===== src/rtl/mem_access_unit.sv =====
// mem_access_unit: byte-addressed LB/LBU/LH/LHU/LW/SB/SH/SW front end
// for a word-wide data memory; SB/SH use read-modify-write.
// Ports:
//   clk, rst_n                   clock, synchronous active-low reset
//   req_valid/req_ready          request handshake (stall = ~req_ready)
//   req_write, req_size,
//   req_unsigned, req_addr,
//   req_wdata                    request fields
//   rsp_valid, rsp_rdata,
//   rsp_err                      one-cycle completion pulse and result
//   mem_addr, mem_wdata,
//   mem_write, mem_read,
//   mem_rdata                    word-indexed memory port
module mem_access_unit #(
   parameter int MEM_WORDS = 1024
) (
   input  logic        clk,
   input  logic        rst_n,
   input  logic        req_valid,
   output logic        req_ready,
   input  logic        req_write,
   input  logic [1:0]  req_size,
   input  logic        req_unsigned,
   input  logic [31:0] req_addr,
   input  logic [31:0] req_wdata,
   output logic        rsp_valid,
   output logic [31:0] rsp_rdata,
   output logic        rsp_err,
   output logic [31:0] mem_addr,
   output logic [31:0] mem_wdata,
   output logic        mem_write,
   output logic        mem_read,
   input  logic [31:0] mem_rdata
);

   typedef enum logic [2:0] {
      S_IDLE,
      S_RMW_WR,
      S_LRSP,
      S_SACK,
      S_ERR
   } state_t;

   state_t      r_state;
   state_t      w_next;
   logic [29:0] r_idx;
   logic [1:0]  r_lane;
   logic [1:0]  r_size;
   logic        r_uns;
   logic [15:0] r_wdata;
   logic [31:0] r_word;

   logic        w_accept;
   logic        w_err;
   logic [31:0] w_merged;
   logic [31:0] w_ext;
   logic [7:0]  w_byte;
   logic [15:0] w_half;

   assign w_accept = rst_n && (r_state == S_IDLE) && req_valid;

   assign w_err = (req_size == 2'b11)
               || (req_size == 2'b01 && req_addr[0])
               || (req_size == 2'b10 && req_addr[1:0] != 2'b00)
               || ({2'b00, req_addr[31:2]} >= 32'(MEM_WORDS));

   // Lane extraction for loads, from the word latched at acceptance
   assign w_byte = r_word[{r_lane, 3'b000} +: 8];
   assign w_half = r_lane[1] ? r_word[31:16] : r_word[15:0];

   always_comb begin
      w_ext = r_word;
      unique case (r_size)
         2'b00:   w_ext = {{24{w_byte[7] & ~r_uns}}, w_byte};
         2'b01:   w_ext = {{16{w_half[15] & ~r_uns}}, w_half};
         default: w_ext = r_word;
      endcase
   end

   // Sub-word store: splice captured data into the old word
   always_comb begin
      w_merged = r_word;
      if (r_size == 2'b00)
         w_merged[{r_lane, 3'b000} +: 8] = r_wdata[7:0];
      else
         w_merged[{r_lane[1], 4'b0000} +: 16] = r_wdata;
   end

   always_ff @(posedge clk) begin
      if (!rst_n) begin
         r_state <= S_IDLE;
         r_idx   <= '0;
         r_lane  <= '0;
         r_size  <= '0;
         r_uns   <= 1'b0;
         r_wdata <= '0;
         r_word  <= '0;
      end else begin
         r_state <= w_next;
         if (w_accept) begin
            r_idx   <= req_addr[31:2];
            r_lane  <= req_addr[1:0];
            r_size  <= req_size;
            r_uns   <= req_unsigned;
            r_wdata <= req_wdata[15:0];
         end
         if (mem_read)
            r_word <= mem_rdata;
      end
   end

   always_comb begin
      w_next    = r_state;
      req_ready = 1'b0;
      rsp_valid = 1'b0;
      rsp_rdata = '0;
      rsp_err   = 1'b0;
      mem_addr  = '0;
      mem_wdata = '0;
      mem_write = 1'b0;
      mem_read  = 1'b0;
      unique case (r_state)
         S_IDLE: begin
            req_ready = 1'b1;
            if (req_valid) begin
               if (w_err) begin
                  w_next = S_ERR;
               end else if (!req_write) begin
                  mem_read = 1'b1;
                  mem_addr = {2'b00, req_addr[31:2]};
                  w_next   = S_LRSP;
               end else if (req_size == 2'b10) begin
                  mem_write = 1'b1;
                  mem_wdata = req_wdata;
                  mem_addr  = {2'b00, req_addr[31:2]};
                  w_next    = S_SACK;
               end else begin
                  mem_read = 1'b1;
                  mem_addr = {2'b00, req_addr[31:2]};
                  w_next   = S_RMW_WR;
               end
            end
         end
         S_RMW_WR: begin
            mem_write = 1'b1;
            mem_wdata = w_merged;
            mem_addr  = {2'b00, r_idx};
            w_next    = S_SACK;
         end
         S_LRSP: begin
            rsp_valid = 1'b1;
            rsp_rdata = w_ext;
            w_next    = S_IDLE;
         end
         S_SACK: begin
            rsp_valid = 1'b1;
            w_next    = S_IDLE;
         end
         S_ERR: begin
            rsp_valid = 1'b1;
            rsp_err   = 1'b1;
            w_next    = S_IDLE;
         end
         default: w_next = S_IDLE;
      endcase
      // Reset silences every output, including a pending RMW write
      if (!rst_n) begin
         w_next    = S_IDLE;
         req_ready = 1'b0;
         rsp_valid = 1'b0;
         rsp_rdata = '0;
         rsp_err   = 1'b0;
         mem_addr  = '0;
         mem_wdata = '0;
         mem_write = 1'b0;
         mem_read  = 1'b0;
      end
   end

endmodule


===== config.mk =====
export PLATFORM = sky130hd
export DESIGN_NAME = mem_access_unit
export DESIGN_NICKNAME = d
export VERILOG_FILES = /design/src/rtl/mem_access_unit.sv
export SDC_FILE = /design/constraint.sdc
export NUM_CORES = 1
export LEC_CHECK = 0
export CORE_MARGIN = 4
export CORE_UTILIZATION = 46
export CTS_CLUSTER_SIZE = 28
export DETAILED_ROUTE_END_ITERATION = 16
export GPL_ROUTABILITY_DRIVEN = 0
export PLACE_DENSITY = 0.92
export SKIP_CTS_REPAIR_TIMING = 1
export SLEW_MARGIN = 20
export SYNTH_ARGS = -nofsm -noshare
export SYNTH_HDL_FRONTEND = slang
export SYNTH_SLANG_ARGS = --single-unit

===== constraint.sdc =====
create_clock -name clk -period 2.3 [get_ports clk]
set_input_delay 0.23 -clock clk [delete_from_list [all_inputs] [get_ports clk]]
set_output_delay 0.23 -clock clk [all_outputs]
set_load 0.05 [all_outputs]

**After elaboration in Yosys (flattened, before gate mapping)**

Cells that the tools add are included.

- Register bits: 86
- Latch bits: 0
- RAM bits: 0
- Bits in read-only memories: 0
- Bits of input ports: 103
- Output and inout port bits: 101
- Memories kept: 0

- Add/subtract/negate cells: 2
- Multipliers: 0
- Divide/modulo/power cells: 0
- $lt $le $gt $ge: 1
- Equal/unequal tests: 9
- Shift operators: 5
- Multiplexer cells: 40
- Bitwise operators: 3
- Reduce and logical (&&, ||, !) cells: 11

Operators by type and width:

| operator | count |
|---|---|
| $mux W32 | 9 |
| $pmux W32 S2 | 2 |
| $bwmux W32 | 2 |
| $mux W30 | 2 |
| $pmux W30 S2 | 1 |
| $shift A16 B7 Y32 const A | 1 |
| $shift A8 B7 Y32 const A | 1 |
| $shiftx A16 B7 Y32 | 1 |
| $shiftx A32 B6 Y8 | 1 |
| $shiftx A8 B7 Y32 | 1 |
| $ge A30 B11 Y1 const B | 1 |
| $mux W1 | 17 |
| $mux W16 | 1 |
| $neg A5 Y7 | 2 |
| $eq A3 B2 Y1 const B | 2 |
| $mux W3 | 2 |
| $pmux W3 S2 | 1 |
| $eq A2 B1 Y1 const B | 2 |
| $eq A2 B2 Y1 const B | 2 |
| $logic_and A1 B1 Y1 | 4 |
| $mux W2 | 2 |
| $eq A3 B1 Y1 const B | 1 |
| $eq A3 B3 Y1 const B | 1 |
| $logic_not A3 Y1 | 1 |
| 8 further kinds | 11 |

**Logic depth before layout (Yosys ltp)**

- Word-level depth: 9
- Mapped depth: 8

**Worst setup path before layout**

No wires, ideal clock.

- Path type: flip-flop to output port
- From: register r_state[2]
- To: output rsp_rdata[6]
- Arrival: 3,525 ps
- Path slack: -1,455 ps
- Cell stages (with the launch flop): 6
- Path buffers: 2
- Path through: dfxtp_1 -> clkbuf_1 -> nor2_2 -> nand3_1 -> clkbuf_1 -> a2111oi_0

- Longest elaborated chain between the ends: 3

Ends and longest elaborated chain:

| item | RTL line | text |
|---|---|---|
| from (decl) | 44 | `state_t r_state;` |
| from (signal assigned) | 99 | `r_state <= w_next;` |
| $eq A3 B2 Y1 | 122 | `unique case (r_state)` |
| $mux W32 | 122 |  |
| $mux W32 | 167 | `if (!rst_n) begin` |
| to (decl) | 27 | `output logic [31:0] rsp_rdata,` |

No other way between the ends.

**Final worst setup path**

- From: register r_lane[1]
- To: output mem_wdata[26]

- Longest elaborated chain between the ends: 6

Ends and longest elaborated chain:

| item | RTL line | text |
|---|---|---|
| from (decl) | 47 | `logic [1:0] r_lane;` |
| from (signal assigned) | 102 | `r_lane <= req_addr[1:0];` |
| $neg A5 Y7 (on tied branches) | 86, 84 |  |
| $shiftx A16 B7 Y32, or another cell as far along | 86 | `w_merged[{r_lane[1], 4'b0000} +: 16] = r_wdata;` |
| $bwmux W32 (on tied branches) | 86, 84 |  |
| $mux W32 * | 83 | `if (r_size == 2'b00)` |
| $pmux W32 S2 * | 122 |  |
| $mux W32 * | 167 |  |
| to (decl) | 30 | `output logic [31:0] mem_wdata,` |

Every way passes the cells marked *; elsewhere a longest branch is shown, timed or not.

==> reports/metrics.yaml <==
floorplanning:
  dieArea_sq_mm: 0.0141
  die_y_um: 119
  ioPinCount: 204
  rows: 40
  die-width_um: 119
  core-area_sq_mm: 0.0120
  initial_utilization_pct: 46.9
flow_run:
  cap_viol_max_count: 0
run_status:
  violations: "negative setup slack"
  status: "finished with violations"
synthesis:
  synth_xor_area_share_pct: 0
  synth_top_area_share_pct: 30.6
  synth_top_family_by_area: "compound AO/OA/AOI/OAI gates"
  synthSimpleGateAreaFrac_pct: 22.3
  synth_fa_ha_area_share_pct: 1.11
  synth_compound_area_share_pct: 28.7
  synth_edf_count: 0
  yosysTopAreaCell: "dfxtp_1"
  ys_types: 53
  async_reset_ff_share_pct: 0
  synth_area_leaders: "dfxtp_1 31%, nand2_1 12%, mux2i_1 10%"
  synth_flop_cell: "dfxtp_1"
  ys_ff_latch: 86
  synthCells: 714
  yosysWarnings: 0
  synth.area.mux_share_pct: 10.5
  seq_area_frac_synth_pct: 30.6
  syn_area_sq_mm: 0.00563
  syn_area_per_cell_sq_um: 7.89
clocking:
  cts_buffers: 9
  cts_sinks: 86
  cts_buffer_depth: 2
  clk_latency_ns: 0.36
  root_buffer: "clkbuf_16"
  htreeDepth: 3
  cts_tree: "yes"
  clkSlewWorstSetupHoldPaths_ns: 0.07
worst_hold_path:
  hold_depth: 3
  hold_class: "in -> reg"
placement:
  dp_slack_ns: -0.295
  io_buffers: 201
  dp_hpwl_mm: 16.2
  placed_cell_area_sq_mm: 0.00909
finish:
  finish.instance_area_sq_mm: 0.0105
  seq_area_sq_mm: 0.00173
  multi_input_area_sq_mm: 0.00435
  fillers: 474
  utilization_pct: 87.5
  drive_gt1_share_pct: 32.7
  area_growth_syn_to_layout_pct: 86.6
  nNetsFinal: 1048
global_route:
  grt-ovfl-total: 0
  antenna_found_initial: 0
  grtUsageTotal_pct: 30.1
  grt_pass1_wl_mm: 34.0
  grt_pass1_vias: 6410
  grt_max_degree: 86
pwr:
  p_leak_nw: 4.20
  finalPower_w: 0.00414
  ir_worst_vdd_mv: 0.416
  p_per_area_mw_per_mm2: 393
routing:
  route.vias.total: 7296
  drc: 0
  drt_iter0_markers: 1049
  route.antenna.remaining_nets: 0
  wl_per_cell_um: 27.5
  viasPerCell: 6.68
  totalWireLength_mm: 30.1
  firstDrtPassIters: 6
sta:
  relSlewSlack_pct: 46.8
  layout_setup_ws_ns: -0.380
  finalCritPeriodShare_pct: 117
  finalClockSkew_ns: 0.0131
  max_freq_ghz: 0.373
  fin_crit_ns: 2.68
  hold_ws_ns: 0.191
  rsz0062_at_grt: "yes"
  tightest_slew_ns: 0.798
  drv_slew: 0
  finalSetupViolCount: 63
  hold_violations: 0
setup_path:
  crit_arrival_ns: 2.45
  worstPathRequired_ns: 2.07
  cp-end-kind: "output port"
  start_kind: "flop"
  critical_path_class: "reg -> out"
  r2r_cells: 8
  crit_path_max_fanout: 6
-- critical path: stages, from the launching register on --
cell	delay [ns]
dfxtp_2	0.36
buf_6	0.11
inv_6	0.04
ha_4	0.25
buf_4	0.15
nor3b_4	0.22
buf_6	0.17
a311oi_1	0.11
a21oi_1	0.33
a22o_4	0.21
buf_12	0.14
-- final timing paths --
| path | start | endpoint | slack [ns] |
|---|---|---|---|
| setup reg to reg | r_state[2]$_SDFFE_PN0P_ | r_word[29]$_SDFFE_PN0P_ | 0.24 |
| hold reg to reg | r_idx[22]$_SDFFE_PN0P_ | r_idx[22]$_SDFFE_PN0P_ | 0.46 |
| setup / recovery | r_lane[1]$_SDFFE_PN0P_ | mem_wdata[26] | -0.38 |
| hold / removal | req_addr[24] | r_idx[22]$_SDFFE_PN0P_ | 0.19 |
-- per-layer routing --
metal,global-route usage [%],share of wire (%),vias up
li1,-,-,3024
met1,33.5,33,3399
met2,51.9,47,659
met3,9.52,12,214
met4,14.6,8.7,0
met5,0,0,-
-- flip-flops by register name, summed over array words and instances (netlist names) --
name and flops:
r_word 32, r_idx 30, r_wdata 16, r_state 3, r_lane 2, r_size 2
r_uns 1
-- layout make-up --
cell class,count,area share (%)
antenna,1,0.0238
tap,147,1.75
clock inverter,4,0.667
timing repair buffer,280,36.9
clock buffer,12,2.34
sequential,86,16.4
multi-input combinational,551,41.3
inverter,12,0.500
-- layout by cell type, fill, tap and decap left out, types with 12 or more instances in the layout --
master / synthesis / routed
dlymetal6s2s_1: 0 / 23
mux2i_1: 58 / 57
clkdlybuf4s50_1: 0 / 78
a22oi_2: 0 / 16
buf_6: 1 / 13
a21oi_1: 20 / 13
nor2_1: 18 / 17
nand2_1: 186 / 185
clkbuf_16: 0 / 12
buf_12: 3 / 106
a21boi_0: 51 / 51
a22o_1: 26 / 16
dfxtp_1: 86 / 82
buf_4: 4 / 54
a21o_1: 17 / 17
nor2b_1: 18 / 17
and3_1: 21 / 21
-- metrics by stage --
step,setup TNS (ns),cells
2_1_floorplan,-3.49,715
3_3_place_gp,-13.50,1050
3_5_place_dp,-16.48,1050
4_1_cts,-14.73,1066
5_1_grt,-12.93,1092
6_report,-10.69,1093
-- synth_stat cells, types with 11 or more instances --
cell,count
nand2_1,186
dfxtp_1,86
mux2i_1,58
a21boi_0,51
clkbuf_1,44
a22o_1,26
and3_1,21
a21oi_1,20
nor2_1,18
nor2b_1,18
a21o_1,17
a22oi_1,16
a311oi_1,16
o2bb2ai_1,16
buf_2,12
inv_1,11
-- where the power goes --
group          switching [W]  internal, W  leakage (nW)
Sequential         0.0000594      0.00154         0.703
Clock               0.000661     0.000981         0.157
Combinational       0.000486     0.000406          3.34
-- cells by family after synthesis --
| group | count (synthesis) |
|---|---|
| adder cells (fa/ha/maj) | 5 |
| buffers and inverters | 78 |
| flip-flops | 86 |
| AND/OR/NAND/NOR | 274 |
| AO/OA/AOI/OAI | 211 |
| other | 1 |
| multiplexers | 59 |
Note: power is estimated with default switching activity, not from simulation.
